===== src/rtl/rope_pkg.sv =====
// Shared definitions for the rope collision block: FSM state encoding,
// coordinate widths, the fixed-point scale used by the rope mover, and
// small arithmetic helpers shared by the top and its sub-module.
package rope_pkg;

    localparam int COORD_W                = 11;
    localparam int CALC_W                 = 12;
    localparam int FIXED_POINT_MULTIPLIER = 64;

    typedef enum logic [1:0] {
        ST_ARMED    = 2'd0,
        ST_FIRE     = 2'd1,
        ST_COOLDOWN = 2'd2
    } rope_state_t;

    // Sign-extend a signed screen coordinate into the working width.
    function automatic logic [CALC_W-1:0] sext_coord(input logic [COORD_W-1:0] v);
        return {v[COORD_W-1], v};
    endfunction

    // Zero-extend an unsigned scan coordinate into the working width.
    function automatic logic [CALC_W-1:0] zext_coord(input logic [COORD_W-1:0] v);
        return {1'b0, v};
    endfunction

    // 8-bit increment that sticks at the top value.
    function automatic logic [7:0] sat_inc8(input logic [7:0] v);
        return (v == 8'd255) ? v : (v + 8'd1);
    endfunction

endpackage


===== src/rtl/rope_collision_ctrl_frame_event_latch.sv =====
// Sticky per-frame left/right hit flags. The sample outputs fold in a hit
// occurring in the current cycle, so a hit coinciding with startOfFrame is
// seen by the frame being closed and is also carried into the new frame.
module frame_event_latch (
    input  logic clk,
    input  logic resetN,
    input  logic startOfFrame,
    input  logic hit_left,
    input  logic hit_right,
    output logic sample_left,
    output logic sample_right
);

    logic hit_l_r;
    logic hit_r_r;

    // Frame summary as seen at the startOfFrame edge, including this cycle.
    always_comb begin
        sample_left  = hit_l_r | hit_left;
        sample_right = hit_r_r | hit_right;
    end

    // Accumulate hits during the frame; restart from the current hit at frame start.
    always_ff @(posedge clk or negedge resetN) begin
        if (!resetN) begin
            hit_l_r <= 1'b0;
            hit_r_r <= 1'b0;
        end else if (startOfFrame) begin
            hit_l_r <= hit_left;
            hit_r_r <= hit_right;
        end else begin
            hit_l_r <= hit_l_r | hit_left;
            hit_r_r <= hit_r_r | hit_right;
        end
    end

endmodule


===== src/rtl/rope_collision_ctrl.sv =====
// Rope collision controller: classifies rope/boundary pixel overlaps as
// left or right hits, summarises them per frame and issues a single-cycle
// dirToggle to the rope mover when the rope is moving into the hit side,
// followed by a cooldown of COOLDOWN_FRAMES frames.
// Optional feature: ROPE_COLL_POSLIMIT_EN adds position-limit triggers
// (topLeftX below X_MIN or right edge beyond X_MAX while moving outward).
module rope_collision_ctrl
    import rope_pkg::*;
#(
    parameter int X_MIN           = 16,
    parameter int X_MAX           = 560,
    parameter int ROPE_WIDTH      = 32,
    parameter int COOLDOWN_FRAMES = 4
) (
    input  logic                clk,
    input  logic                resetN,
    input  logic                startOfFrame,
    input  logic                ropeDrawReq,
    input  logic                boundaryDrawReq,
    input  logic [COORD_W-1:0]  pixelX,
    input  logic [COORD_W-1:0]  topLeftX,
    input  logic [31:0]         SPEED,
    output logic                dirToggle,
    output logic                collision,
    output logic [7:0]          hitCount
);

`ifdef ROPE_COLL_POSLIMIT_EN
    localparam logic POSLIMIT_EN = 1'b1;
`else
    localparam logic POSLIMIT_EN = 1'b0;
`endif

    localparam logic [CALC_W-1:0] HALF_W_C  = CALC_W'(ROPE_WIDTH / 2);
    localparam logic [CALC_W-1:0] ROPE_W_C  = CALC_W'(ROPE_WIDTH);
    localparam logic [CALC_W-1:0] X_MIN_C   = CALC_W'(X_MIN);
    localparam logic [CALC_W-1:0] X_MAX_C   = CALC_W'(X_MAX);
    localparam logic [3:0]        COOL_N_C  = 4'(COOLDOWN_FRAMES);
    localparam logic              NO_COOL_C = (COOLDOWN_FRAMES == 0);

    logic              hit_s;
    logic              hit_left_s;
    logic              hit_right_s;
    logic              sample_left_s;
    logic              sample_right_s;
    logic              speed_neg_s;
    logic              speed_pos_s;
    logic              pixel_qual_s;
    logic              limit_qual_s;
    logic              qual_s;
    logic [CALC_W-1:0] tlx_s;
    logic [CALC_W-1:0] px_s;

    rope_state_t       state_r;
    logic [3:0]        cool_cnt_r;
    logic              dir_toggle_r;
    logic              collision_r;
    logic [7:0]        hit_count_r;

    // Classify the current overlap pixel against the rope centre line in signed 12-bit.
    always_comb begin
        tlx_s       = sext_coord(topLeftX);
        px_s        = zext_coord(pixelX);
        hit_s       = ropeDrawReq & boundaryDrawReq;
        hit_left_s  = 1'b0;
        hit_right_s = 1'b0;
        if (hit_s) begin
            if ($signed(px_s) < $signed(tlx_s + HALF_W_C)) begin
                hit_left_s = 1'b1;
            end else begin
                hit_right_s = 1'b1;
            end
        end else begin
            hit_left_s  = 1'b0;
            hit_right_s = 1'b0;
        end
    end

    frame_event_latch u_latch (
        .clk          (clk),
        .resetN       (resetN),
        .startOfFrame (startOfFrame),
        .hit_left     (hit_left_s),
        .hit_right    (hit_right_s),
        .sample_left  (sample_left_s),
        .sample_right (sample_right_s)
    );

    // Decide whether the frame summary (and optional position limits) call for a toggle.
    always_comb begin
        speed_neg_s  = SPEED[31];
        speed_pos_s  = ~SPEED[31] & (|SPEED);
        pixel_qual_s = (sample_left_s & ~sample_right_s & speed_neg_s) |
                       (sample_right_s & ~sample_left_s & speed_pos_s);
        limit_qual_s = (($signed(tlx_s) < $signed(X_MIN_C)) & speed_neg_s) |
                       (($signed(tlx_s + ROPE_W_C) > $signed(X_MAX_C)) & speed_pos_s);
        qual_s       = pixel_qual_s | (POSLIMIT_EN & limit_qual_s);
    end

    // Toggle FSM with registered pulse output, cooldown frame counter and saturating hit count.
    always_ff @(posedge clk or negedge resetN) begin
        if (!resetN) begin
            state_r      <= ST_ARMED;
            cool_cnt_r   <= 4'd0;
            dir_toggle_r <= 1'b0;
            hit_count_r  <= 8'd0;
        end else begin
            case (state_r)
                ST_ARMED: begin
                    cool_cnt_r <= 4'd0;
                    if (startOfFrame && qual_s) begin
                        state_r      <= ST_FIRE;
                        dir_toggle_r <= 1'b1;
                        hit_count_r  <= sat_inc8(hit_count_r);
                    end else begin
                        dir_toggle_r <= 1'b0;
                    end
                end
                ST_FIRE: begin
                    dir_toggle_r <= 1'b0;
                    cool_cnt_r   <= 4'd0;
                    state_r      <= NO_COOL_C ? ST_ARMED : ST_COOLDOWN;
                end
                ST_COOLDOWN: begin
                    dir_toggle_r <= 1'b0;
                    if (startOfFrame) begin
                        if ((cool_cnt_r + 4'd1) >= COOL_N_C) begin
                            state_r    <= ST_ARMED;
                            cool_cnt_r <= 4'd0;
                        end else begin
                            cool_cnt_r <= cool_cnt_r + 4'd1;
                        end
                    end
                end
                default: begin
                    state_r      <= ST_ARMED;
                    cool_cnt_r   <= 4'd0;
                    dir_toggle_r <= 1'b0;
                end
            endcase
        end
    end

    // Collision level reflects whether the frame just closed had any hit.
    always_ff @(posedge clk or negedge resetN) begin
        if (!resetN) begin
            collision_r <= 1'b0;
        end else if (startOfFrame) begin
            collision_r <= sample_left_s | sample_right_s;
        end
    end

    assign dirToggle = dir_toggle_r;
    assign collision = collision_r;
    assign hitCount  = hit_count_r;

endmodule


===== config.mk =====
export PLATFORM = sky130hd
export DESIGN_NAME = rope_collision_ctrl
export DESIGN_NICKNAME = d
export VERILOG_FILES = /design/src/rtl/rope_pkg.sv /design/src/rtl/rope_collision_ctrl_frame_event_latch.sv /design/src/rtl/rope_collision_ctrl.sv
export SDC_FILE = /design/constraint.sdc
export NUM_CORES = 1
export LEC_CHECK = 0
export ABC_AREA = 1
export BUFFER_PORTS_ARGS = -buffer_cell sky130_fd_sc_hd__clkbuf_2
export CORE_MARGIN = 4
export CORE_UTILIZATION = 40
export DETAILED_ROUTE_END_ITERATION = 10
export GPL_TIMING_DRIVEN = 0
export PLACE_DENSITY = 0.68
export SKIP_CTS_REPAIR_TIMING = 1
export SLEW_MARGIN = 0
export SYNTH_ARGS = -nofsm -noshare
export SYNTH_HDL_FRONTEND = slang
export SYNTH_SLANG_ARGS = --single-unit

===== constraint.sdc =====
create_clock -name clk -period 1.9 [get_ports clk]
set_input_delay 0.19 -clock clk [delete_from_list [all_inputs] [get_ports clk]]
set_output_delay 0.19 -clock clk [all_outputs]
set_load 0.02 [all_outputs]

==> flow_summary.ini, run 1 <==
[setup_path]
arrival_ns = 1.99
max_stage_delay_ns = 0.25
cp_num_buf_inv = 2
crit_slowest_cell = ha_1
rr_worst_depth = 7
endpoint_kind = register
cp_max_fo = 8
worstSetupStartpointType = input pin
crit_path_cell_trace = buf_8 > ha_4 > nand3_4 > nor3b_2 > xnor2_1 > ha_1 > inv_2 > o21bai_1 > a21oi_2 > nand2_2 > nand2_2 > nand3_2 > nand2_4 > nand3_4 > nand2_2 > nand2_2
r2r-end = hitCount[0]
crit_type = input pin to register
crit_top_cell = nand2_2
r2r-start = hitCount[0]
worstPathRequired_ns = 2.10
path_delay_family = simple AND/OR/NAND/NOR gates
regToRegSetupSlack_ns = 0.22

[final_layout]
mostFrequentLayoutCell = clkbuf_2
diodes = 0
fillerInstances = 323
areaGrowthSynthToFinish_pct = 43.60
drive_gt1_share_pct = 40.98
final_cells = 312
final_cell_mix = clkbuf_2, nand2_1, nor2_1, inv_1, dfrtp_1
layout.nets = 339

[outcome]
status = finished clean

[clocking]
cts_sinks = 18
tritoncts = built
insertion_delay_ns = 0.29
clock-root-buffer = clkbuf_4
cts_buffer_depth = 2
cts_buffers = 3
path_clk_slew_ns = 0.10
htree_levels = 1

[die]
placementRows = 21
io_pins = 69
die_h_um = 66.93
die-area_mm2 = 0.004479
start_util_pct = 41.62
die_w_um = 66.93
core_area_mm2 = 0.003337

[power_and_ir_drop]
switchingPower_mw = 0.5220
combPwrFrac_pct = 42.5
internal_power_mw = 0.8059
power_leakage_nw = 1.088
ir_drop_uv = 397.2
p_clk_share_pct = 17.9
switching_share_pct = 39.31
power_density_mw_per_mm2 = 665.8
pwr-share-seq_pct = 39.6
power.total_mw = 1.328

[placement]
port_buffers = 68
dpl.hpwl_um = 2554
place_congestion = 0.7576
dp_cells = 301

[global_route]
grt_pass1_vias = 1414
met2_usage_pct = 29.58
grt_pass1_wl_um = 5582
grt_util_all_layers_pct = 15.75
grt_max_degree = 19
gr-total-overflow = 0
use_met3_pct = 3.204
antenna_found_initial = 0
met1_usage_pct = 17.94
busiest_layer = met2

[hold_path]
worstHoldEndpoint = collision
worst_hold_startpoint = startOfFrame
hold_class = input pin to register
whs_path_depth = 2

[yosys]
seq_area_frac_synth_pct = 32.43
synth_top_area_share_pct = 32.43
ys_top_cells_by_area = dfrtp_1, nand2_1, ha_1, nor2_1, inv_1
avgSynthCellArea_um2 = 7.427
ys_types = 27
syn_area_mm2 = 0.001389
synth_nets = 259
synth_cells = 187
synth_largest_area_cell = dfrtp_1
synth-seq-cells = 18
yosysWarnings = 0

[routing]
dr.pass1.iters = 4
via_per_inst = 4.619
ant_nets = 0
drc = 0
vias = 1441
post_drt_wl_per_cell_um = 10.01
drtIter0Drc = 62
routed_wl_um = 3124

[timing]
layout_min_cycle_time_ns = 1.797
hold_violations = 0
skew_ns = 0.002298
slew_viol_final = 0
relSlewSlack_pct = 70.09
max_freq_mhz = 556.6
worst_pin_slew_ns = 0.4487
fin_crit_sh_pct = 94.56
rsz0062_at_grt = yes
setup_tns_ns = 0
finalSetupViolations = 0

[run]
maxCapViolations = 0
## through the flow
step | cell area [um2] | hold WS [ns] | utilization, % | setup slack, ns
after floorplan | 1411 | -0.1056 | - | 0.04556
after global placement | 1809 | 0.1555 | 54.22 | -0.2734
after detailed placement | 1809 | 0.1609 | 54.22 | -0.3377
after CTS | 1846 | -0.1740 | 55.31 | -0.009710
after global routing | 1994 | 0.1419 | 59.77 | -0.03653
final | 1994 | 0.1560 | 59.77 | 0.1033
## synthesized netlist by cell type
| library cell | n |
|---|---|
| nand2_1 | 48 |
| nor2_1 | 28 |
| inv_1 | 22 |
| dfrtp_1 | 18 |
| ha_1 | 13 |
| nand4_1 | 11 |
| nand3_1 | 7 |
| o21ai_0 | 6 |
| xor2_1 | 6 |
| xnor2_1 | 5 |
| a21oi_1 | 3 |
| a21oi_2 | 2 |
| nand3_2 | 2 |
| nor3_1 | 2 |
| nor4_1 | 2 |
| a31o_2 | 1 |
| and3_1 | 1 |
| clkinv_1 | 1 |
| inv_2 | 1 |
| nand2_2 | 1 |
| nand2_4 | 1 |
| nand3_4 | 1 |
| nand4_2 | 1 |
| nor2_4 | 1 |
| nor3b_1 | 1 |
| o21bai_1 | 1 |
| or2_2 | 1 |
## cells by family (layout without fill, tap and decap cells)
family                     count (synthesis)  after routing  share of synthesized area, %
and+or+nand+nor                          108            108                         36.76
buffers and inverters                     24            103                         6.486
DFF                                       18             18                         32.43
adders and majority gates                 13             13                         11.71
AOI/OAI and AO/OA                         13             13                         5.676
xor gates and xnor gates                  11             11                         6.937
## worst max-delay path by stage
| stage | startpoint | endpoint | slack, ns | cells after the start |
|---|---|---|---|---|
| 5_1_grt | topLeftX[5] | hitCount[0] | -0.04 | 16 |
| 3_3_place_gp | topLeftX[4] | hitCount[1] | -0.27 | 16 |
| 2_1_floorplan | topLeftX[4] | hitCount[2] | 0.05 | 15 |
| 4_1_cts | topLeftX[4] | hitCount[0] | -0.01 | 16 |
| 3_5_place_dp | topLeftX[4] | hitCount[7] | -0.34 | 16 |
| 6_report | topLeftX[5] | hitCount[0] | 0.10 | 16 |
## area by class of cell
| cell class | instances | area [um2] | area share (%) |
|---|---|---|---|
| tap | 46 | 57.56 | 2.886 |
| multi-input combinational | 145 | 942.2 | 47.24 |
| clock buffer | 4 | 36.28 | 1.819 |
| inverter | 24 | 90.09 | 4.517 |
| sequential | 18 | 450.4 | 22.58 |
| timing repair buffer | 75 | 417.9 | 20.95 |
## worst reg2reg max path, stage by stage (launching register included)
cell     delay, ns
dfrtp_1       0.45
ha_1          0.26
nand4_1       0.13
nor2_1        0.08
a21oi_4       0.28
nand3_4       0.20
nand2_2       0.12
nand2_2       0.05
## power groups by stage
stage	Sequential [mW]	Clock [mW]	Combinational, mW
finish	0.526	0.238	0.564
global route	0.545	0.267	0.655
CTS	0.525	0.251	0.515
detailed placement	0.533	0	0.513
global placement	0.532	0	0.505
floorplan	0.559	0	0.305
## layer usage
metal  share of wire, %  up-vias
met5                  0        -
met4                1.2        0
met3                5.2        4
met2                 50       30
met1                 44      637
li1                   -      770
## sequential cells by signal, summed over array words and instances, names as in the netlist
signal and cells:
hitCount 8, cool_cnt_r 4, state_r 2, collision 1
dirToggle 1, u_latch.hit_l_r 1, u_latch.hit_r_r 1
Power figures use the tool's default switching activity.
==> run 2: changes to the inputs <==
==> constraint.sdc (replaced) <==
create_clock -name clk -period 1.9 [get_ports clk]
set_input_delay 0.19 -clock clk [delete_from_list [all_inputs] [get_ports clk]]
set_output_delay 0.19 -clock clk [all_outputs]
set_load 0.005 [all_outputs]
==> run 2 against run 1 <==
First-iteration DRC count shrank 45%. Combinational power shrank 12%. Worst setup slack gained 0.040 ns. Critical path depth shrank 1. Non-clock buffer count shrank 4. Global-route usage shrank 0.88 points. Register-to-register slack is essentially flat. Maximum frequency grew 2.3%. Hold slack lost 0.015 ns. Utilization shrank 2.7 points. Largest cell class unchanged.
==> flow_summary.ini, run 2 (synthesis results as in run 1) <==
[global_route]
grt_max_degree = 19
grt_pass1_wl_um = 5271
grt_util_all_layers_pct = 14.87
grt_pass1_vias = 1288
gr-total-overflow = 0
antenna_found_initial = 0

[final_layout]
design_area_mm2 = 0.001903
fillerInstances = 347
mostFrequentLayoutCell = clkbuf_2
final_cells = 308
final_cell_mix = clkbuf_2, nand2_1, nor2_1, inv_1, dfrtp_1
layout.nets = 335
areaGrowthSynthToFinish_pct = 37.03
diodes = 0
final_util_pct = 57.03
drive_gt1_share_pct = 36.26
largest_reg_flops = 8

[hold_path]
worstHoldEndpoint = u_latch.hit_l_r
whs_path_depth = 2
hold_class = input pin to register
worst_hold_startpoint = startOfFrame

[routing]
vias = 1405
drtIter0Drc = 34
routed_wl_um = 3024
dr.pass1.iters = 4
via_per_inst = 4.562
ant_nets = 0
post_drt_wl_per_cell_um = 9.818
drc = 0

[timing]
skew_ns = 0.006044
fin_crit_sh_pct = 92.45
max_freq_mhz = 569.3
hold_violations = 0
setup_ws_ns = 0.1435
layout_min_cycle_time_ns = 1.756
slew_viol_final = 0
rsz0062_at_grt = no
finalSetupViolations = 0
relSlewSlack_pct = 70.90
setup_tns_ns = 0
worst_pin_slew_ns = 0.4365

[placement]
place_congestion = 0.8051
dpl.hpwl_um = 2582
dp_cells = 301
port_buffers = 68
postPlaceCellArea_mm2 = 0.001809
place_ws_ns = -0.3146

[die]
core_area_mm2 = 0.003337
die_h_um = 66.93
start_util_pct = 41.62
die_w_um = 66.93
io_pins = 69
placementRows = 21
die-area_mm2 = 0.004479

[run]
maxCapViolations = 0

[power_and_ir_drop]
switchingPower_mw = 0.4695
switching_share_pct = 37.39
internal_power_mw = 0.7863
power_leakage_nw = 1.056
ir_drop_uv = 385.4
combPwrFrac_pct = 39.4
p_clk_share_pct = 18.7
pwr-share-seq_pct = 41.8
power_density_mw_per_mm2 = 659.8

[setup_path]
worstPathRequired_ns = 2.09
crit_path_cell_trace = clkbuf_2 > inv_2 > nor2_4 > a31o_2 > nand2_1 > ha_1 > a21oi_1 > o21bai_1 > a21oi_2 > nand3_1 > nand3_2 > nand2_4 > buf_4 > nand4_1 > nand2_2
cp_max_fo = 5
crit_type = input pin to register
regToRegSetupSlack_ns = 0.23
worstSetupStartpointType = input pin
rr_worst_depth = 7
arrival_ns = 1.95
r2r-start = hitCount[0]
max_stage_delay_ns = 0.28
r2r-end = hitCount[6]
endpoint_kind = register
crit_slowest_cell = ha_1

[outcome]
status = finished clean

[clocking]
cts_sinks = 18
tritoncts = built
htree_levels = 1
insertion_delay_ns = 0.29
clock-root-buffer = clkbuf_4
cts_buffers = 3
path_clk_slew_ns = 0.10
cts_buffer_depth = 2
==> run 2: cell count changes in the layout (fill, tap and decap cells not counted), sizes merged <==
cell / previous run / this run
clkbuf: 69 / 70
buf: 9 / 4
==> run 2: power groups by stage <==
stage          logic (mW)  clock network (mW)  registers (mW)
2_1_floorplan       0.305                   0           0.520
3_3_place_gp        0.466                   0           0.532
3_5_place_dp        0.476                   0           0.533
4_1_cts             0.478               0.244           0.525
5_1_grt             0.578               0.268           0.538
6_report            0.495               0.235           0.525
==> run 2: per-stage QoR <==
stage / power [mW] / hold slack (ns)
4_1_cts: 1.247 / -0.1730
3_3_place_gp: 0.9982 / 0.1560
2_1_floorplan: 0.8246 / -0.1056
3_5_place_dp: 1.009 / 0.1560
6_report: 1.256 / 0.1405
5_1_grt: 1.385 / 0.1168
==> run 2: how the worst max path moves through the flow <==
| stage | startpoint | to | slack [ns] | depth (start not counted) |
|---|---|---|---|---|
| floorplan | topLeftX[4] | hitCount[2] | 0.04 | 15 |
| global placement | topLeftX[4] | hitCount[4] | -0.30 | 16 |
| detailed placement | topLeftX[4] | hitCount[2] | -0.31 | 16 |
| CTS | topLeftX[4] | hitCount[2] | -0.00008 | 16 |
| global route | topLeftX[4] | hitCount[0] | 0.009 | 16 |
| finish | topLeftX[6] | hitCount[6] | 0.14 | 15 |
==> run 2: cell type report <==
cell class | count | area [um2] | area share [%]
Multi-Input combinational cell | 145 | 898.4 | 47.21
Inverter | 24 | 90.09 | 4.734
Sequential cell | 18 | 450.4 | 23.67
Tap cell | 46 | 57.56 | 3.024
Clock buffer | 4 | 36.28 | 1.907
Timing Repair Buffer | 71 | 370.4 | 19.46
==> run 2: layer usage <==
layer / track usage, % / vias up / part of all wire [%]
met5: 0 / - / 0
li1: - / 760 / -
met2: 26.98 / 33 / 49
met3: 3.710 / 2 / 6.5
met4: 2.278 / 0 / 0.63
met1: 17.84 / 610 / 44
==> run 2: worst max-delay path, delay by kind of cell <==
kind	cells	cell delay [ns]
simple gates	7	0.62
compound gates	4	0.52
buf+inv	3	0.34
fa+ha+maj	1	0.28
==> run 3: changes to the inputs <==
--- a/config.mk
+++ b/config.mk
@@ -5,13 +5,13 @@
 export SDC_FILE = /design/constraint.sdc
 export NUM_CORES = 1
 export LEC_CHECK = 0
-export ABC_AREA = 1
+export ABC_AREA = 0
 export BUFFER_PORTS_ARGS = -buffer_cell sky130_fd_sc_hd__clkbuf_2
 export CORE_MARGIN = 4
 export CORE_UTILIZATION = 40
 export DETAILED_ROUTE_END_ITERATION = 10
 export GPL_TIMING_DRIVEN = 0
-export PLACE_DENSITY = 0.68
+export PLACE_DENSITY = 0.69
 export SKIP_CTS_REPAIR_TIMING = 1
 export SLEW_MARGIN = 0
 export SYNTH_ARGS = -nofsm -noshare
==> run 3 against run 2 <==
Global-route usage grew 1.2 points. Critical path type unchanged. Die area decreased by 5.5%. Critical endpoint unchanged. Clock power shrank 22%. The flow now finishes with violations (negative setup slack). Critical path depth is 1 lower.
==> flow_summary.ini, run 3 <==
[power_and_ir_drop]
ir_drop_uv = 366.3
power_leakage_nw = 1.022
power_density_mw_per_mm2 = 618.2

[yosys]
syn_area_mm2 = 0.001302
synthArstFlopShare_pct = 100.0
ys_types = 34
synth_largest_area_cell = dfrtp_1
synth-main-ff-cell = dfrtp_1
yosysWarnings = 0
synth_cells = 134
synth_common_cells = dfrtp_1, ha_1, inv_1, nor2_1, nand2_1
synth-seq-cells = 18
seq_area_frac_synth_pct = 34.58
synth.most_common_cell = dfrtp_1
avgSynthCellArea_um2 = 9.720
synth_nets = 206
synth_top_area_share_pct = 34.58
ys_top_cells_by_area = dfrtp_1, ha_1, xor2_1, nor4_1, nand3_1
synth_edf_count = 0

[clocking]
insertion_delay_ns = 0.29
htree_levels = 1
cts_sinks = 18
clock-root-buffer = clkbuf_4
cts_buffer_depth = 2
path_clk_slew_ns = 0.10
tritoncts = built
cts_buffers = 3

[routing]
via_per_inst = 5.054
drc = 0
routed_wl_um = 3371
vias = 1299
ant_nets = 0
dr.pass1.iters = 4
post_drt_wl_per_cell_um = 13.12
drtIter0Drc = 26

[setup_path]
cp_max_fo = 5
endpoint_kind = register
cp_num_buf_inv = 3
worstPathRequired_ns = 2.08
path_delay_family = simple AND/OR/NAND/NOR gates
crit_slowest_cell = ha_1
setup.worst_path.start = topLeftX[4]
worstSetupStartpointType = input pin
r2r-start = state_r[0]
arrival_ns = 2.44
crit_path_cell_trace = buf_8 > ha_4 > inv_2 > nor2_2 > xnor2_1 > ha_1 > nand3_2 > or2_4 > o31ai_4 > nor3_4 > a2bb2oi_4 > buf_6 > nor2_4 > mux2_4
max_stage_delay_ns = 0.33
crit_type = input pin to register

[global_route]
grt_pass1_vias = 1327
antenna_found_initial = 0
grt_pass1_wl_um = 5437
gr-total-overflow = 0
grt_util_all_layers_pct = 16.06
grt_max_degree = 19

[final_layout]
drive_gt1_share_pct = 45.54
final_cell_mix = clkbuf_2, dfrtp_1, ha_1
mostFrequentLayoutCell = clkbuf_2
final_cells = 257
fillerInstances = 287
final_util_pct = 60.89
design_area_mm2 = 0.001874
largest_reg_flops = 8
layout.nets = 287
diodes = 0
areaGrowthSynthToFinish_pct = 43.90

[timing]
worst_pin_slew_ns = 0.6033
relSlewSlack_pct = 59.47
max_freq_mhz = 441.6
hold_violations = 0
finalSetupViolations = 10
slew_viol_final = 0
hold_slack_ns = 0.1672
layout_min_cycle_time_ns = 2.265
rsz0062_at_grt = yes
setup_ws_ns = -0.3647
skew_ns = 0.005426
fin_crit_sh_pct = 119.2

[die]
start_util_pct = 42.32
placementRows = 20
die_h_um = 65.07
io_pins = 69
core_area_mm2 = 0.003078
die-area_mm2 = 0.004233
die_w_um = 65.07

[outcome]
violations = negative setup slack
status = finished, violations left

[placement]
dp_cells = 246
dpl.hpwl_um = 2817
place_ws_ns = -0.8796
port_buffers = 68
place_congestion = 0.7218
postPlaceCellArea_mm2 = 0.001710

[hold_path]
worst_hold_startpoint = startOfFrame
hold_class = input pin to register

[run]
maxCapViolations = 0
## run 3: worst reg2reg max path: cells and delay by family, from the launching register on
kind / cells / cell delay, ns
compound gates: 2 / 0.41
mux: 1 / 0.30
buf+inv: 1 / 0.14
simple gates: 2 / 0.33
flops: 1 / 0.42
## run 3: worst paths after layout
| path | to | slack, ns | cells after the start |
|---|---|---|---|
| setup / recovery | hitCount[6] | -0.36 | 14 |
| hold / removal | collision | 0.17 | 2 |
| setup reg to reg | hitCount[6] | 0.19 | 6 |
| hold reg to reg | hitCount[4] | 0.51 | 1 |
| max in group asynchronous | hitCount[4] | 1.22 | 2 |
| min in group asynchronous | cool_cnt_r[2] | 0.37 | 2 |
## run 3: area by class of cell
class / instances / area, um2 / share of cell area (%)
clock buffers: 3 / 22.52 / 1.202
inverters: 10 / 37.54 / 2.003
multi-input cells: 106 / 874.6 / 46.66
flip-flops and latches: 18 / 450.4 / 24.03
well taps: 44 / 55.05 / 2.937
repair buffers: 76 / 434.2 / 23.16
## run 3: logic make-up (layout without fill, tap and decap cells)
family          after synthesis  in the layout  share of synthesized area, %
buf+inv                      10             89                         2.882
flops                        18             18                         34.58
fa+ha+maj                    13             13                         12.49
xor+xnor                     12             12                         8.069
compound gates               20             20                         14.12
simple gates                 59             59                         25.55
mux                           2              2                         2.306
## run 3: report_power, final
group	switching, mW	internal, mW
Combinational	0.223	0.238
Sequential	0.0630	0.451
Clock	0.110	0.0736
Total	0.396	0.763
## run 3: routing by layer
metal,GRT usage (%),part of all wire [%],up-vias
met5,0,0,-
met4,4.663,0.47,0
met3,2.946,8.6,2
met2,32.06,54,46
met1,16.70,37,607
li1,-,-,644
## run 3: metrics by stage
stage               setup TNS, ns  power, mW
floorplan                  -2.586     0.7729
global placement           -6.081     0.9178
detailed placement         -6.827     0.9459
CTS                        -3.357      1.136
global route               -3.240      1.262
finish                     -2.432      1.159
